[src/rtl/snn_pkg.sv]
// Shared definitions for the spiking step sequencer: register map, sequencer states
// and the saturating adder used by both the accumulator and the membrane update.
package snn_pkg;

  localparam logic [6:0] ADDR_CTRL        = 7'h00;
  localparam logic [6:0] ADDR_SPIKE_IN    = 7'h01;
  localparam logic [6:0] ADDR_STATUS      = 7'h02;
  localparam logic [6:0] ADDR_THRESH      = 7'h03;
  localparam logic [6:0] ADDR_LEAK        = 7'h04;
  localparam logic [6:0] ADDR_WEIGHT_BASE = 7'h10;

  typedef enum logic [1:0] {
    IDLE  = 2'd0,
    ACCUM = 2'd1,
    FIRE  = 2'd2,
    DONE  = 2'd3
  } state_t;

  // Adds two sign-extended operands and clamps to the signed range of 'width' bits.
  function automatic logic signed [31:0] sat_add(input logic signed [31:0] a,
                                                 input logic signed [31:0] b,
                                                 input int width);
    logic signed [32:0] sum;
    logic signed [32:0] hi;
    logic signed [32:0] lo;
    sum = {a[31], a} + {b[31], b};
    hi  = (33'sd1 <<< (width - 1)) - 33'sd1;
    lo  = -hi - 33'sd1;
    if (sum > hi) begin
      sat_add = hi[31:0];
    end else if (sum < lo) begin
      sat_add = lo[31:0];
    end else begin
      sat_add = sum[31:0];
    end
  endfunction

endpackage

[src/rtl/snn_step_sequencer_if.sv]
// Decoded command stream from the SPI slave plus the read-response channel.
interface snn_step_sequencer_if;
  logic        cmd_valid;
  logic        cmd_ready;
  logic        cmd_rw;
  logic [6:0]  cmd_addr;
  logic [23:0] cmd_wdata;
  logic        rsp_valid;
  logic [23:0] rsp_rdata;

  modport master (output cmd_valid, cmd_rw, cmd_addr, cmd_wdata,
                  input  cmd_ready, rsp_valid, rsp_rdata);
  modport slave  (input  cmd_valid, cmd_rw, cmd_addr, cmd_wdata,
                  output cmd_ready, rsp_valid, rsp_rdata);
endinterface

[src/rtl/snn_neuron_update.sv]
// Combinational leak, saturating integrate and threshold compare for one neuron.
module snn_neuron_update
  import snn_pkg::*;
#(
  parameter int MEM_W = 16
) (
  input  logic signed [MEM_W-1:0] i_mem,
  input  logic signed [MEM_W-1:0] i_acc,
  input  logic signed [MEM_W-1:0] i_thresh,
  input  logic [3:0]              i_leak_shift,
  output logic signed [MEM_W-1:0] o_next_mem,
  output logic                    o_fire
);
  logic signed [31:0] w_mem;
  logic signed [31:0] w_leak;
  logic signed [31:0] w_diff;
  logic signed [31:0] w_v;

  // A shift of MEM_W or more disables leak; a plain >>> would leave -1 for negative membranes.
  always_comb begin
    w_mem  = 32'(i_mem);
    w_leak = (int'(i_leak_shift) >= MEM_W) ? 32'sd0 : (w_mem >>> i_leak_shift);
    w_diff = w_mem - w_leak;
    w_v    = sat_add(w_diff, 32'(i_acc), MEM_W);
    o_fire = (w_v >= 32'(i_thresh));
    if (o_fire) begin
      o_next_mem = '0;
    end else begin
      o_next_mem = w_v[MEM_W-1:0];
    end
  end
endmodule

[src/rtl/snn_step_sequencer.sv]
// Register-mapped controller running one integrate-leak-fire timestep per SPIKE_IN write.
// Build option SNN_REFRACTORY_EN: a neuron that spiked last step sits out the next one.
module snn_step_sequencer
  import snn_pkg::*;
#(
  parameter int NUM_NEURONS = 4,
  parameter int MEM_W = 16,
  parameter int W_W = 8,
  parameter logic signed [MEM_W-1:0] THRESH_DEF = 16'sd64
) (
  input  logic                   sclk,
  input  logic                   rst,
  snn_step_sequencer_if.slave    cmd,
  output logic                   busy,
  output logic                   step_done,
  output logic [NUM_NEURONS-1:0] out_spikes
);
  localparam int IDX_W = (NUM_NEURONS > 1) ? $clog2(NUM_NEURONS) : 1;
  localparam int NW    = NUM_NEURONS * NUM_NEURONS;
  localparam int K_W   = 2 * IDX_W;

  state_t r_state, w_state_nxt;
  logic                    r_run, r_busy, r_step_done, r_rsp_valid;
  logic [23:0]             r_rsp_rdata, w_rdata;
  logic [3:0]              r_leak_shift;
  logic signed [MEM_W-1:0] r_thresh, r_acc;
  logic signed [W_W-1:0]   r_w [NW];
  logic signed [MEM_W-1:0] r_mem [NUM_NEURONS];
  logic [IDX_W-1:0]        r_i, r_j;
  logic [NUM_NEURONS-1:0]  r_spk_in, r_new_spk, r_out_spikes, w_spk_vec;
  logic w_accept, w_wr, w_rd, w_start, w_is_weight, w_last_i, w_last_j, w_fire, w_refr;
  logic [6:0]              w_woff;
  logic signed [31:0]      w_acc_sum;
  logic signed [MEM_W-1:0] w_next_mem;
  logic                    w_unused;

  assign w_accept    = cmd.cmd_valid && !r_busy;
  assign w_wr        = w_accept && !cmd.cmd_rw;
  assign w_rd        = w_accept && cmd.cmd_rw;
  assign w_start     = w_wr && (cmd.cmd_addr == ADDR_SPIKE_IN) && r_run;
  assign w_woff      = cmd.cmd_addr - ADDR_WEIGHT_BASE;
  assign w_is_weight = (cmd.cmd_addr >= ADDR_WEIGHT_BASE) && ({25'd0, w_woff} < 32'(NW));
  assign w_last_i    = (r_i == IDX_W'(NUM_NEURONS - 1));
  assign w_last_j    = (r_j == IDX_W'(NUM_NEURONS - 1));
  assign w_acc_sum   = sat_add(32'(r_acc), 32'(r_w[{r_j, r_i}]), MEM_W);
  assign w_unused    = ^cmd.cmd_wdata[23:MEM_W];

`ifdef SNN_REFRACTORY_EN
  assign w_refr = r_out_spikes[r_j];
`else
  assign w_refr = 1'b0;
`endif

  snn_neuron_update #(.MEM_W(MEM_W)) u_update (
    .i_mem        (r_mem[r_j]),
    .i_acc        (r_acc),
    .i_thresh     (r_thresh),
    .i_leak_shift (r_leak_shift),
    .o_next_mem   (w_next_mem),
    .o_fire       (w_fire)
  );

  assign cmd.cmd_ready = !r_busy;
  assign cmd.rsp_valid = r_rsp_valid;
  assign cmd.rsp_rdata = r_rsp_rdata;
  assign busy          = r_busy;
  assign step_done     = r_step_done;
  assign out_spikes    = r_out_spikes;

  always_ff @(posedge sclk) begin
    if (rst) begin
      r_state <= IDLE;
    end else begin
      r_state <= w_state_nxt;
    end
  end

  always_comb begin
    w_state_nxt = r_state;
    case (r_state)
      IDLE:    w_state_nxt = w_start ? ACCUM : IDLE;
      ACCUM:   w_state_nxt = w_last_i ? FIRE : ACCUM;
      FIRE:    w_state_nxt = w_last_j ? DONE : ACCUM;
      DONE:    w_state_nxt = w_start ? ACCUM : IDLE;
      default: w_state_nxt = IDLE;
    endcase
  end

  always_comb begin
    w_rdata = 24'd0;
    if (cmd.cmd_addr == ADDR_CTRL) begin
      w_rdata = {22'd0, r_busy, r_run};
    end else if (cmd.cmd_addr == ADDR_STATUS) begin
      w_rdata = 24'(r_out_spikes);
    end else if (cmd.cmd_addr == ADDR_THRESH) begin
      w_rdata = 24'(r_thresh);
    end else if (cmd.cmd_addr == ADDR_LEAK) begin
      w_rdata = {20'd0, r_leak_shift};
    end else if (w_is_weight) begin
      w_rdata = 24'(r_w[w_woff[K_W-1:0]]);
    end else begin
      w_rdata = 24'd0;
    end
  end

  always_comb begin
    w_spk_vec      = r_new_spk;
    w_spk_vec[r_j] = w_fire && !w_refr;
  end

  always_ff @(posedge sclk) begin
    if (rst) begin
      r_run        <= 1'b0;
      r_busy       <= 1'b0;
      r_step_done  <= 1'b0;
      r_rsp_valid  <= 1'b0;
      r_rsp_rdata  <= 24'd0;
      r_leak_shift <= 4'd0;
      r_thresh     <= THRESH_DEF;
      r_acc        <= '0;
      r_i          <= '0;
      r_j          <= '0;
      r_spk_in     <= '0;
      r_new_spk    <= '0;
      r_out_spikes <= '0;
      for (int k = 0; k < NW; k++) r_w[k] <= '0;
      for (int n = 0; n < NUM_NEURONS; n++) r_mem[n] <= '0;
    end else begin
      r_rsp_valid <= w_rd;
      r_rsp_rdata <= w_rd ? w_rdata : 24'd0;
      r_step_done <= 1'b0;
      if (w_wr) begin
        if (cmd.cmd_addr == ADDR_CTRL) r_run <= cmd.cmd_wdata[0];
        if (cmd.cmd_addr == ADDR_THRESH) r_thresh <= cmd.cmd_wdata[MEM_W-1:0];
        if (cmd.cmd_addr == ADDR_LEAK) r_leak_shift <= cmd.cmd_wdata[3:0];
        if (w_is_weight) r_w[w_woff[K_W-1:0]] <= cmd.cmd_wdata[W_W-1:0];
      end
      if (w_start) begin
        r_spk_in  <= cmd.cmd_wdata[NUM_NEURONS-1:0];
        r_i       <= '0;
        r_j       <= '0;
        r_acc     <= '0;
        r_new_spk <= '0;
        r_busy    <= 1'b1;
      end
      case (r_state)
        ACCUM: begin
          if (r_spk_in[r_i]) r_acc <= w_acc_sum[MEM_W-1:0];
          r_i <= r_i + 1'b1;
        end
        FIRE: begin
          r_mem[r_j] <= w_refr ? '0 : w_next_mem;
          r_new_spk  <= w_spk_vec;
          r_acc      <= '0;
          r_i        <= '0;
          r_j        <= r_j + 1'b1;
          if (w_last_j) begin
            r_busy       <= 1'b0;
            r_step_done  <= 1'b1;
            r_out_spikes <= w_spk_vec;
          end
        end
        default: ;
      endcase
      // With the core stopped, membranes and the spike monitor stay cleared.
      if (!r_run) begin
        r_out_spikes <= '0;
        for (int n = 0; n < NUM_NEURONS; n++) r_mem[n] <= '0;
      end
    end
  end
endmodule

[src/flat_wrapper.sv]
// flat-port wrapper written by rule: the top's interface ports become plain ports
module snn_step_sequencer_flat import snn_pkg::*;
#(
  parameter int NUM_NEURONS = 4,
  parameter int MEM_W = 16,
  parameter int W_W = 8,
  parameter logic signed [MEM_W-1:0] THRESH_DEF = 16'sd64
)
  (sclk, rst, busy, step_done, out_spikes, cmd_cmd_valid, cmd_cmd_rw, cmd_cmd_addr, cmd_cmd_wdata, cmd_cmd_ready, cmd_rsp_valid, cmd_rsp_rdata);
  snn_step_sequencer_if cmd_i ();
  input  logic sclk;
  input  logic rst;
  output logic busy;
  output logic step_done;
  output logic [NUM_NEURONS-1:0] out_spikes;
  input wire logic [$bits(cmd_i.cmd_valid)-1:0] cmd_cmd_valid;
  input wire logic [$bits(cmd_i.cmd_rw)-1:0] cmd_cmd_rw;
  input wire logic [$bits(cmd_i.cmd_addr)-1:0] cmd_cmd_addr;
  input wire logic [$bits(cmd_i.cmd_wdata)-1:0] cmd_cmd_wdata;
  output wire logic [$bits(cmd_i.cmd_ready)-1:0] cmd_cmd_ready;
  output wire logic [$bits(cmd_i.rsp_valid)-1:0] cmd_rsp_valid;
  output wire logic [$bits(cmd_i.rsp_rdata)-1:0] cmd_rsp_rdata;
  assign cmd_i.cmd_valid = cmd_cmd_valid;
  assign cmd_i.cmd_rw = cmd_cmd_rw;
  assign cmd_i.cmd_addr = cmd_cmd_addr;
  assign cmd_i.cmd_wdata = cmd_cmd_wdata;
  assign cmd_cmd_ready = cmd_i.cmd_ready;
  assign cmd_rsp_valid = cmd_i.rsp_valid;
  assign cmd_rsp_rdata = cmd_i.rsp_rdata;
  snn_step_sequencer #(.NUM_NEURONS(NUM_NEURONS), .MEM_W(MEM_W), .W_W(W_W), .THRESH_DEF(THRESH_DEF)) u_core (.sclk(sclk), .rst(rst), .cmd(cmd_i), .busy(busy), .step_done(step_done), .out_spikes(out_spikes));
endmodule
[config.mk]
export PLATFORM = sky130hd
export DESIGN_NAME = snn_step_sequencer_flat
export DESIGN_NICKNAME = d
export VERILOG_FILES = /design/src/rtl/snn_pkg.sv /design/src/rtl/snn_step_sequencer_if.sv /design/src/rtl/snn_neuron_update.sv /design/src/rtl/snn_step_sequencer.sv /design/src/flat_wrapper.sv
export SDC_FILE = /design/constraint.sdc
export NUM_CORES = 1
export LEC_CHECK = 0
export CORE_ASPECT_RATIO = 0.8
export CORE_MARGIN = 5
export CORE_UTILIZATION = 50
export CTS_BUF_LIST = sky130_fd_sc_hd__clkbuf_8
export DETAILED_ROUTE_END_ITERATION = 8
export GPL_ROUTABILITY_DRIVEN = 0
export PLACE_DENSITY = 0.69
export SYNTH_ARGS = -nofsm -noshare
export SYNTH_HDL_FRONTEND = slang
export SYNTH_SLANG_ARGS = --single-unit
[constraint.sdc]
create_clock -name sclk -period 12.8 [get_ports sclk]
set_clock_uncertainty 0.1 [all_clocks]
set_input_delay 1.28 -clock sclk [delete_from_list [all_inputs] [get_ports sclk]]
set_output_delay 1.28 -clock sclk [all_outputs]
set_load 0.02 [all_outputs]
==> summary.txt <==
Run status
  – Status: completed

GRT
  – Number of global-route vias before repair: 13200
  – Total GRT Usage: 23.6%
  – GRT overflow: 0
  – Antenna violations before repair: 0
  – Largest net degree at the start of global routing: 61
  – First-pass GRT wire length: 74000 um

Timing
  – Fin crit period: 11.76 ns
  – Endpoints failing setup: 0
  – Achievable clock frequency: 85.0 MHz
  – Worst slew pin tran: 1.19 ns
  – Tcrit/Tclk final: 91.9%
  – Max_slew headroom: 20.0%
  – RSZ-0062 raised after global routing: false
  – TNS Setup: 0 ns
  – Worst hold slack: 0.359 ns
  – Final Max Slew Viols: 0
  – Final Hold Viols: 0

Placed design
  – Hpwl dp: 34300 um
  – Port Buffers: 58
  – Cell Area, Placed: 18700 sq um

Yosys
  – Post-Synthesis Cells: 1711
  – Post-Synth Simple-Gate Area: 15.3%
  – Mapped Nets: 1854
  – Mux cell area share after synthesis: 14.5%
  – Main synth FF type: edfxtp_1
  – Compound-cell area share of the yosys netlist: 15.4%
  – Yosys warnings: 0
  – Post-Syn Area: 17900 sq um
  – Synth cell types: 76
  – Synth async-reset ratio: 0%
  – Synth area leaders: edfxtp_1 (32%), mux4_2 (12%), dfxtp_1 (8.4%)
  – Yosys reg bits: 267
  – Number of flops mapped to enable cells by yosys: 192
  – Largest area contributor in the netlist: edfxtp_1
  – Syn avg cell area: 10.4 sq um
  – Xor/xnor cell area share of the yosys netlist: 2.35%
  – Sequential share of the synthesized area: 40.7%
  – Largest family of logic cells by synthesized area: compound AO/OA/AOI/OAI gates
  – Adder-cell area share of the yosys netlist: 7.74%
  – Top-area cell type share of the netlist area: 32.3%

Power
  – Leak: 7.73 nW
  – Pwr/cell area: 100 nW/um^2
  – Net Sw Power: 0.501 mW
  – Comb pwr share: 11.3%
  – Final Power: 1.97 mW
  – Max VDD drop: 76.5 uV
  – Clk network pwr share: 40.8%
  – Sequential power share: 47.8%
  – Sw Share: 25.4%
  – Internal power: 1.47 mW

Worst setup path
  – Cell mode on critical path: o21ai_0
  – Critical path start-end classification: reg -> reg
  – Worst path max stage delay: 0.83 ns
  – FF-to-FF setup slack: 1.04 ns
  – Worst path required time: 13.09 ns
  – Setup crit start kind: flip-flop
  – Critical Path Fanout Max: 18
  – CP max-delay cell: dfxtp_1
  – Worst path arrival time: 12.05 ns
  – Critical Path Sink Type: flip-flop
  – R2r endpoint: u_core.r_mem[2][3]$_SDFFCE_PN0P_
  – R2r worst-path depth: 38

Clock tree
  – Reg clk slew, reported paths: 0.06 ns
  – CTS Root Cell: clkbuf_8
  – CTS Buf Count: 45
  – Resized cells post-CTS: 0
  – CTS Buffer Depth: 3
  – Number of clock sinks: 267
  – CTS tree: done
  – H-tree levels: 2
  – Clock Latency Late Sink: 0.58 ns
  – Post CTS Setup Buffer Count: 0
  – Hold-fix buffers at CTS: 0

Floorplan
  – Initial Util: 51.0%
  – Top Ports: 67
  – Height of the chip: 179 um
  – Die width: 221 um
  – Rows: 61
  – Core area: 35000 sq um
  – Full die area: 39600 sq um

Route
  – Wire per inst: 21.3 um
  – Iter 0 DRT Violations: 1842
  – Via count: 13900
  – Drt total wl: 47500 um
  – Routed Antenna Nets: 0
  – Vias/cell: 6.23
  – Drt drc: 0
  – Drt first pass iters: 5

Hold path
  – WHS Endpoint: u_core.r_spk_in[0]$_SDFFE_PP0P_
  – Hold Crit Start: u_core.r_spk_in[0]$_SDFFE_PP0P_
  – Worst min-delay path class: reg -> reg
  – Hold path depth: 2

Layout
  – Area grow syn2layout: 9.87%
  – Fill count: 3011
  – Ant. Diodes: 0
  – Commonest non-fill, non-tap cell in the layout: a21oi_1
  – # nets final: 1865
  – Final Cell Area: 19600 sq um
  – Share of cells above drive strength 1: 13.1%
  – Most frequent cells in the layout: a21oi_1 (198), edfxtp_1 (192), and2_1 (137), nand2_1 (130), nor2_1 (108)

Flow run
  – Max-cap violations: 0
## flip-flops by register name, summed over array words and instances, names as in the netlist, 2 cells and up, named ones only
signal	cells
u_core.r_state	2
u_core.r_j	2
u_core.r_i	2
u_core.r_new_spk	3
u_core.out_spikes	4
u_core.r_leak_shift	4
u_core.cmd.rsp_rdata	16
u_core.r_thresh	16
u_core.r_mem	64
u_core.r_acc	16
u_core.r_w	128
u_core.r_spk_in	4
## power by group through the flow
stage	sequential (mW)	combinational (mW)	clock (mW)
after global routing	0.944	0.245	0.853
after detailed placement	0.960	0.217	0
after floorplan	0.958	0.151	0
after CTS	0.942	0.219	0.814
after global placement	0.959	0.212	0
final	0.943	0.224	0.805
## critical path, delay by kind of cell, from the launching register on
family / cells / cell delay [ns]
AOI/OAI and AO/OA: 22 / 5.70
and+or+nand+nor: 11 / 2.97
adders and majority gates: 3 / 1.16
DFF: 1 / 0.83
muxes: 2 / 0.79
## cells by family (layout without fill, tap and decap cells)
family                   count (synthesis)  count (layout)
AND/OR/NAND/NOR                        535             535
AO/OA/AOI/OAI                          446             446
flip-flops                             267             267
buffers and inverters                  173             219
multiplexers                           134             134
adder cells (fa/ha/maj)                108             108
XOR/XNOR                                48              48
## final cells by class
cell class / count / area (sq um) / share of cell area [%]
Multi-Input combinational cell: 1271 / 9900 / 50.4
Clock buffer: 54 / 743 / 3.79
Sequential cell: 267 / 7270 / 37.0
Clock inverter: 28 / 211 / 1.08
Inverter: 68 / 255 / 1.30
Tap cell: 472 / 591 / 3.01
Timing Repair Buffer: 69 / 653 / 3.33
## through the flow
stage | cells | setup WS, ns | utilization (%)
floorplan | 1711 | 2.45 | -
global placement | 2147 | 1.35 | 53.3
detailed placement | 2147 | 1.11 | 53.3
CTS | 2229 | 1.04 | 56.0
global route | 2229 | 0.101 | 56.0
finish | 2229 | 1.04 | 56.0
## cells in the mapped netlist, types with 5 or more instances
cell type / count
nor3_1: 26
xnor2_1: 26
nand4_1: 16
ha_1: 104
and3_1: 17
buf_1: 13
o21ai_1: 14
nand2_1: 130
mux2i_1: 22
nand2b_1: 17
xor2_1: 22
a31oi_1: 13
edfxtp_1: 192
buf_4: 9
and2_1: 137
or3_1: 6
dfxtp_1: 75
a21oi_1: 198
or2_2: 18
nand3_1: 26
nand3b_1: 5
clkbuf_1: 64
o21a_1: 10
o211ai_1: 12
buf_2: 19
a22o_1: 7
o21ai_0: 66
nor2_1: 108
a221oi_1: 5
nor2b_1: 11
a211oi_1: 23
a22oi_1: 9
inv_1: 65
mux4_2: 98
a21o_1: 36
mux2_2: 14
## how the worst max path moves through the flow
stage / from / to / cells after the start
finish: flip-flop / u_core.r_mem[2][3]$_SDFFCE_PN0P_ / 38
floorplan: flip-flop / u_core.r_mem[0][10]$_SDFFCE_PN0P_ / 39
global placement: flip-flop / u_core.r_mem[1][14]$_SDFFCE_PN0P_ / 38
detailed placement: flip-flop / u_core.r_mem[1][10]$_SDFFCE_PN0P_ / 38
CTS: flip-flop / u_core.r_mem[1][10]$_SDFFCE_PN0P_ / 38
global route: flip-flop / u_core.r_mem[0][5]$_SDFFCE_PN0P_ / 39
## per-layer routing
metal | part of all wire, % | global-route usage [%] | up-vias
li1 | - | - | 6413
met1 | 43 | 33.6 | 6762
met2 | 44 | 37.0 | 641
met3 | 11 | 6.30 | 64
met4 | 1.6 | 4.73 | 0
met5 | 0 | 0 | -
No activity file was read; power rests on OpenSTA's default activity.
